$ cat config.mk
export PLATFORM = sky130hd
export DESIGN_NAME = mem_port_arbiter
export DESIGN_NICKNAME = d
export VERILOG_FILES = /design/src/rtl/cpu_mem_pkg.sv /design/src/rtl/mem_arb_timer.sv /design/src/rtl/mem_port_arbiter.sv
export SDC_FILE = /design/constraint.sdc
export NUM_CORES = 1
export LEC_CHECK = 0
export BUFFER_PORTS_ARGS = -buffer_cell sky130_fd_sc_hd__buf_4
export CORE_MARGIN = 1.5
export CORE_UTILIZATION = 30
export DETAILED_ROUTE_END_ITERATION = 12
export SETUP_SLACK_MARGIN = 0.5
export SYNTH_ARGS = -nofsm -noshare
export SYNTH_HDL_FRONTEND = slang
export SYNTH_SLANG_ARGS = --single-unit
$ cat constraint.sdc
create_clock -name CLK -period 4.1 [get_ports CLK]
set_input_delay 0.82 -clock CLK [delete_from_list [all_inputs] [get_ports CLK]]
set_output_delay 0.82 -clock CLK [all_outputs]
set_load 0.005 [all_outputs]
$ cat src/rtl/cpu_mem_pkg.sv
// Shared types and encodings for the instruction/data memory port arbiter.
// Combinational only (types, constants, one helper function).
// No flow control of its own.
package cpu_mem_pkg;

  typedef enum logic [1:0] {
    ST_IDLE    = 2'd0,
    ST_IF_BUSY = 2'd1,
    ST_DM_BUSY = 2'd2
  } arb_state_t;

  typedef enum logic {
    GNT_IF = 1'b0,
    GNT_DM = 1'b1
  } gnt_t;

  localparam logic [3:0] RW_NONE      = 4'b0000;
  localparam logic [3:0] RW_LW        = 4'b0001;
  localparam int         RW_STORE_BIT = 3;

  // Access codes with the store bit set never return read data.
  function automatic logic rw_is_store(input logic [3:0] rw);
    return rw[RW_STORE_BIT];
  endfunction

endpackage

$ cat src/rtl/mem_arb_timer.sv
// Busy-cycle watchdog: counts cycles a transaction waits for its memory ack.
// expired is combinational from the count: high in the TIMEOUT_CYCLES-th busy cycle.
// No handshake; the arbiter clears it on every grant.
module mem_arb_timer
  import cpu_mem_pkg::*;
#(
  parameter int unsigned TIMEOUT_CYCLES = 64
) (
  input  logic clk,
  input  logic reset,
  input  logic clear,
  input  logic busy,
  output logic expired
);

  localparam int unsigned   CW    = $clog2(TIMEOUT_CYCLES + 1);
  localparam logic [CW-1:0] LIMIT = CW'(TIMEOUT_CYCLES - 1);

  logic [CW-1:0] count_q;

  assign expired = busy && (count_q == LIMIT);

  // Count busy cycles since the last grant; stop once the limit is reached.
  always_ff @(posedge clk) begin
    if (reset || clear) begin
      count_q <= '0;
    end else if (busy && !expired) begin
      count_q <= count_q + 1'b1;
    end
  end

endmodule

$ cat src/rtl/mem_port_arbiter.sv
// Two-master (fetch / data) arbiter onto one single-port memory; MEM_ARB_TIMEOUT_EN adds a busy watchdog.
// Latency: request sampled N, MEM_REQ from N+1, ack in N+1 gives READY in N+2.
// Requesters hold REQ until their one-cycle READY; memory stalls by withholding MEM_ACK.
module mem_port_arbiter
  import cpu_mem_pkg::*;
#(
  parameter int unsigned TIMEOUT_CYCLES = 64
) (
  input  logic        CLK,
  input  logic        RESET,
  input  logic        IF_REQ,
  input  logic [31:0] IF_ADDR,
  output logic [31:0] IF_RDATA,
  output logic        IF_READY,
  input  logic        DM_REQ,
  input  logic [31:0] DM_ADDR,
  input  logic [31:0] DM_WDATA,
  input  logic [3:0]  DM_RW,
  output logic [31:0] DM_RDATA,
  output logic        DM_READY,
  output logic        MEM_REQ,
  output logic [31:0] MEM_ADDR,
  output logic [31:0] MEM_WDATA,
  output logic [3:0]  MEM_RW,
  input  logic [31:0] MEM_RDATA,
  input  logic        MEM_ACK,
  output logic        STALL_IF,
  output logic        STALL_DM,
  output logic        ERR
);

  arb_state_t  state_q, state_d;
  gnt_t        last_gnt_q;
  logic        mem_req_q;
  logic [31:0] mem_addr_q;
  logic [31:0] mem_wdata_q;
  logic [3:0]  mem_rw_q;
  logic [31:0] if_rdata_q;
  logic [31:0] dm_rdata_q;
  logic        if_ready_q;
  logic        dm_ready_q;

  logic        if_valid;
  logic        dm_valid;
  logic        dm_null;
  logic        grant_if;
  logic        grant_dm;
  logic        busy;
  logic        done;
  logic        timeout;

  // A requester in its READY cycle still shows REQ; it must not be re-granted.
  assign if_valid = IF_REQ && !if_ready_q;
  assign dm_valid = DM_REQ && !dm_ready_q && (DM_RW != RW_NONE);
  // A data request with no access code completes without touching memory.
  assign dm_null  = (state_q == ST_IDLE) && DM_REQ && !dm_ready_q && (DM_RW == RW_NONE);
  assign busy     = (state_q != ST_IDLE);
  assign done     = busy && (MEM_ACK || timeout);

`ifdef MEM_ARB_TIMEOUT_EN
  logic err_q;

  mem_arb_timer #(
    .TIMEOUT_CYCLES(TIMEOUT_CYCLES)
  ) u_timer (
    .clk    (CLK),
    .reset  (RESET),
    .clear  (grant_if || grant_dm),
    .busy   (busy),
    .expired(timeout)
  );

  // Abort flag pulses alongside READY when the watchdog ends a transaction.
  always_ff @(posedge CLK) begin
    if (RESET) begin
      err_q <= 1'b0;
    end else begin
      err_q <= timeout && !MEM_ACK;
    end
  end

  assign ERR = err_q;
`else
  assign timeout = 1'b0;
  assign ERR     = 1'b0;
`endif

  // State register.
  always_ff @(posedge CLK) begin
    if (RESET) begin
      state_q <= ST_IDLE;
    end else begin
      state_q <= state_d;
    end
  end

  // Grant selection in IDLE (alternate on conflict) and return to IDLE on completion.
  always_comb begin
    state_d  = state_q;
    grant_if = 1'b0;
    grant_dm = 1'b0;
    case (state_q)
      ST_IDLE: begin
        if (if_valid && dm_valid) begin
          if (last_gnt_q == GNT_IF) begin
            grant_dm = 1'b1;
          end else begin
            grant_if = 1'b1;
          end
        end else begin
          grant_if = if_valid;
          grant_dm = dm_valid;
        end
        if (grant_if) begin
          state_d = ST_IF_BUSY;
        end else if (grant_dm) begin
          state_d = ST_DM_BUSY;
        end
      end
      ST_IF_BUSY, ST_DM_BUSY: begin
        if (done) begin
          state_d = ST_IDLE;
        end
      end
      default: state_d = ST_IDLE;
    endcase
  end

  // Latch the granted access, hold it on MEM_* until completion, capture read data.
  always_ff @(posedge CLK) begin
    if (RESET) begin
      last_gnt_q  <= GNT_IF;
      mem_req_q   <= 1'b0;
      mem_addr_q  <= '0;
      mem_wdata_q <= '0;
      mem_rw_q    <= RW_NONE;
      if_rdata_q  <= '0;
      dm_rdata_q  <= '0;
      if_ready_q  <= 1'b0;
      dm_ready_q  <= 1'b0;
    end else begin
      if_ready_q <= done && (state_q == ST_IF_BUSY);
      dm_ready_q <= (done && (state_q == ST_DM_BUSY)) || dm_null;

      if (grant_if) begin
        mem_req_q   <= 1'b1;
        mem_addr_q  <= IF_ADDR;
        mem_wdata_q <= '0;
        mem_rw_q    <= RW_LW;
        last_gnt_q  <= GNT_IF;
      end else if (grant_dm) begin
        mem_req_q   <= 1'b1;
        mem_addr_q  <= DM_ADDR;
        mem_wdata_q <= DM_WDATA;
        mem_rw_q    <= DM_RW;
        last_gnt_q  <= GNT_DM;
      end else if (done) begin
        mem_req_q <= 1'b0;
      end

      // An aborted transaction returns zero data.
      if (done && (state_q == ST_IF_BUSY)) begin
        if_rdata_q <= MEM_ACK ? MEM_RDATA : '0;
      end

      if (done && (state_q == ST_DM_BUSY)) begin
        dm_rdata_q <= (MEM_ACK && !rw_is_store(mem_rw_q)) ? MEM_RDATA : '0;
      end else if (dm_null) begin
        dm_rdata_q <= '0;
      end
    end
  end

  assign MEM_REQ   = mem_req_q;
  assign MEM_ADDR  = mem_addr_q;
  assign MEM_WDATA = mem_wdata_q;
  assign MEM_RW    = mem_rw_q;
  assign IF_RDATA  = if_rdata_q;
  assign DM_RDATA  = dm_rdata_q;
  assign IF_READY  = if_ready_q;
  assign DM_READY  = dm_ready_q;
  assign STALL_IF  = IF_REQ && !if_ready_q;
  assign STALL_DM  = DM_REQ && !dm_ready_q;

endmodule

==> flow_summary.ini <==
[status]
outcome = completed

[cells_and_area]
layout_commonest_cell = buf_4
diodes = 0
stdcell_area_sq_um = 9090
drive_gt1_share_pct = 38.7
layout_common_cells = 290 x buf_4, 138 x dfxtp_1, 97 x nand2_1
syn2layout_area_growth_pct = 44.1
layout.nets = 1060

[yosys]
async_flop_share_pct = 0
synth-seq-cells = 138
synthesis.instances = 708
ys.warnings.count = 0
syn-num-nets = 848
synthFlopType = dfxtp_1
yosysSeqAreaShare_pct = 43.8
synth_edf_count = 0
synth_cell_types = 35
syn_area_sq_um = 6310
avgSynthCellArea_sq_um = 8.91

[floorplan]
start_util_pct = 30.9
ios = 275
rows = 52
die-area_sq_um = 21900
core-area_sq_um = 20400
fp.dieW_um = 148
dieHeight_um = 148

[clock_tree]
cts_tree = done
clk_pin_slew_worst_paths_ps = 60
ctsRootBufferMaster = clkbuf_16
numClockSinks = 138
cts.hold.buffers_added = 0
cts_resized = 0
postCtsSetupBuffers = 0
cts_inserted_buffers = 17
clockBufferDepth = 2
clkLatencyLatePin_ps = 420
htreeDepth = 4

[sta]
holdWs_ps = 454
fin_worst_skew_ps = 9.11
grt_setup_unrepaired = no
slew_headroom_pct = 39.0
finalCritPeriodShare_pct = 59.4
hold_viol = 0
fmax_mhz = 411
final.setup.tns_ps = 0
drv_slew = 0
tightest_slew_ps = 915
setup_viol = 0
period_needed_ps = 2430

[route]
drcViolationCount = 0
viasPerCell = 5.44
wl_per_cell_um = 19.1
final_antenna_net_count = 0
routed_wl_um = 23000
vias = 6549
drt_iter0_drc = 404
dr.pass1.iters = 5

[global_route]
grt_max_degree = 82
grt_pass1_vias = 6373
grt_usage_pct = 20.5
overflow = 0
antenna_found_initial = 0
grt_pass1_wl_um = 35900

[setup_path]
cp-end-kind = flop
crit_slowest_cell = or4_4
crit_chain = buf_4 -> or4_4 -> buf_4 -> a21oi_4 -> buf_4 -> o31a_1
critical_path.max_stage_delay_ps = 740
cp.arrival_ps = 2800
cp_common_cell = buf_4
cp_data_required_time_ps = 4460
worst_setup_path_start_kind = input port
crit_path_max_fanout = 37
crit_type = input port to flop

[power_and_ir_drop]
p_leak_nw = 3.55
power.density_nw_per_um2 = 460
ir_drop_uv = 239
power_mw = 4.18

[placement]
placed_area_sq_um = 8500
dp.final_hpwl_um = 14900
place_congestion = 0.804
io_buffers = 273

[flow_run]
cap_violations = 0

[worst_hold_path]
hold_class = flop to flop
## flip-flops by register name (all words and copies together), names as in the netlist, 2 cells and up
register	count
state_q	2
MEM_RW	4
DM_RDATA	32
MEM_WDATA	32
MEM_ADDR	32
IF_RDATA	32
## final cells by class
class | instances | area, sq um
inverter | 4 | 15.0
sequential | 138 | 2760
multi-input combinational | 466 | 3150
tap | 270 | 338
fill | 2085 | 11300
clock buffer | 18 | 439
timing repair buffer | 293 | 2240
clock inverter | 14 | 148
## worst max-delay path: cells and delay by family
kind | cells | cell delay [ps]
compound gates | 2 | 320
buf+inv | 3 | 860
simple gates | 1 | 740
## kinds of logic after synthesis
family          Yosys count  share of synthesized area, %
compound gates          275                          33.7
other cells               1                        0.0595
simple gates            187                          15.0
buf+inv                 104                          6.86
flops                   138                          43.8
fa+ha+maj                 3                         0.595
## metal layers
metal,GRT usage (%),wire (um),up-vias
met2,32.5,10800,215
met4,7.23,553,0
li1,-,-,3148
met1,26.9,10200,3147
met5,0,0,-
met3,5.37,1450,39
## Yosys cell counts (all sizes together), types with 4 or more instances
library cell,n,area [sq um]
a211oi,67,503
a21oi,68,352
a311oi,32,462
buf,25,136
clkbuf,75,282
dfxtp,138,2760
inv,4,15.0
nand2,97,364
nand3,5,25.0
nand3b,5,37.5
nand4,65,407
o211ai,32,240
o31ai,68,510
## per-stage QoR
| stage | setup WS (ps) | utilization [%] | cells |
|---|---|---|---|
| 2_1_floorplan | 1910 | - | 708 |
| 3_3_place_gp | 1280 | 41.6 | 1171 |
| 3_5_place_dp | 1250 | 41.6 | 1171 |
| 4_1_cts | 1700 | 44.5 | 1203 |
| 5_1_grt | 1590 | 44.5 | 1203 |
| 6_report | 1670 | 44.5 | 1203 |
## report_power, final
group,switching [mW],internal [mW],total (mW)
clock network,0.633,0.914,1.55
registers,0.0823,1.48,1.56
logic,0.601,0.473,1.07
total,1.32,2.86,4.18
## path summary, 6_finish.rpt
| kind | slack (ps) | cells past startpoint | start | end |
|---|---|---|---|---|
| setup reg to reg | 1830 | 6 | state_q[0]$_SDFFE_PP0P_ | MEM_ADDR[27]$_SDFFE_PP0P_ |
| hold reg to reg | 450 | 2 | IF_RDATA[11]$_SDFFE_PP0P_ | IF_RDATA[11]$_SDFFE_PP0P_ |
| setup / recovery | 1670 | 6 | DM_RW[3] | MEM_REQ$_SDFFE_PP0P_ |
| hold / removal | 450 | 2 | IF_RDATA[11]$_SDFFE_PP0P_ | IF_RDATA[11]$_SDFFE_PP0P_ |
Power figures use the tool's default switching activity.
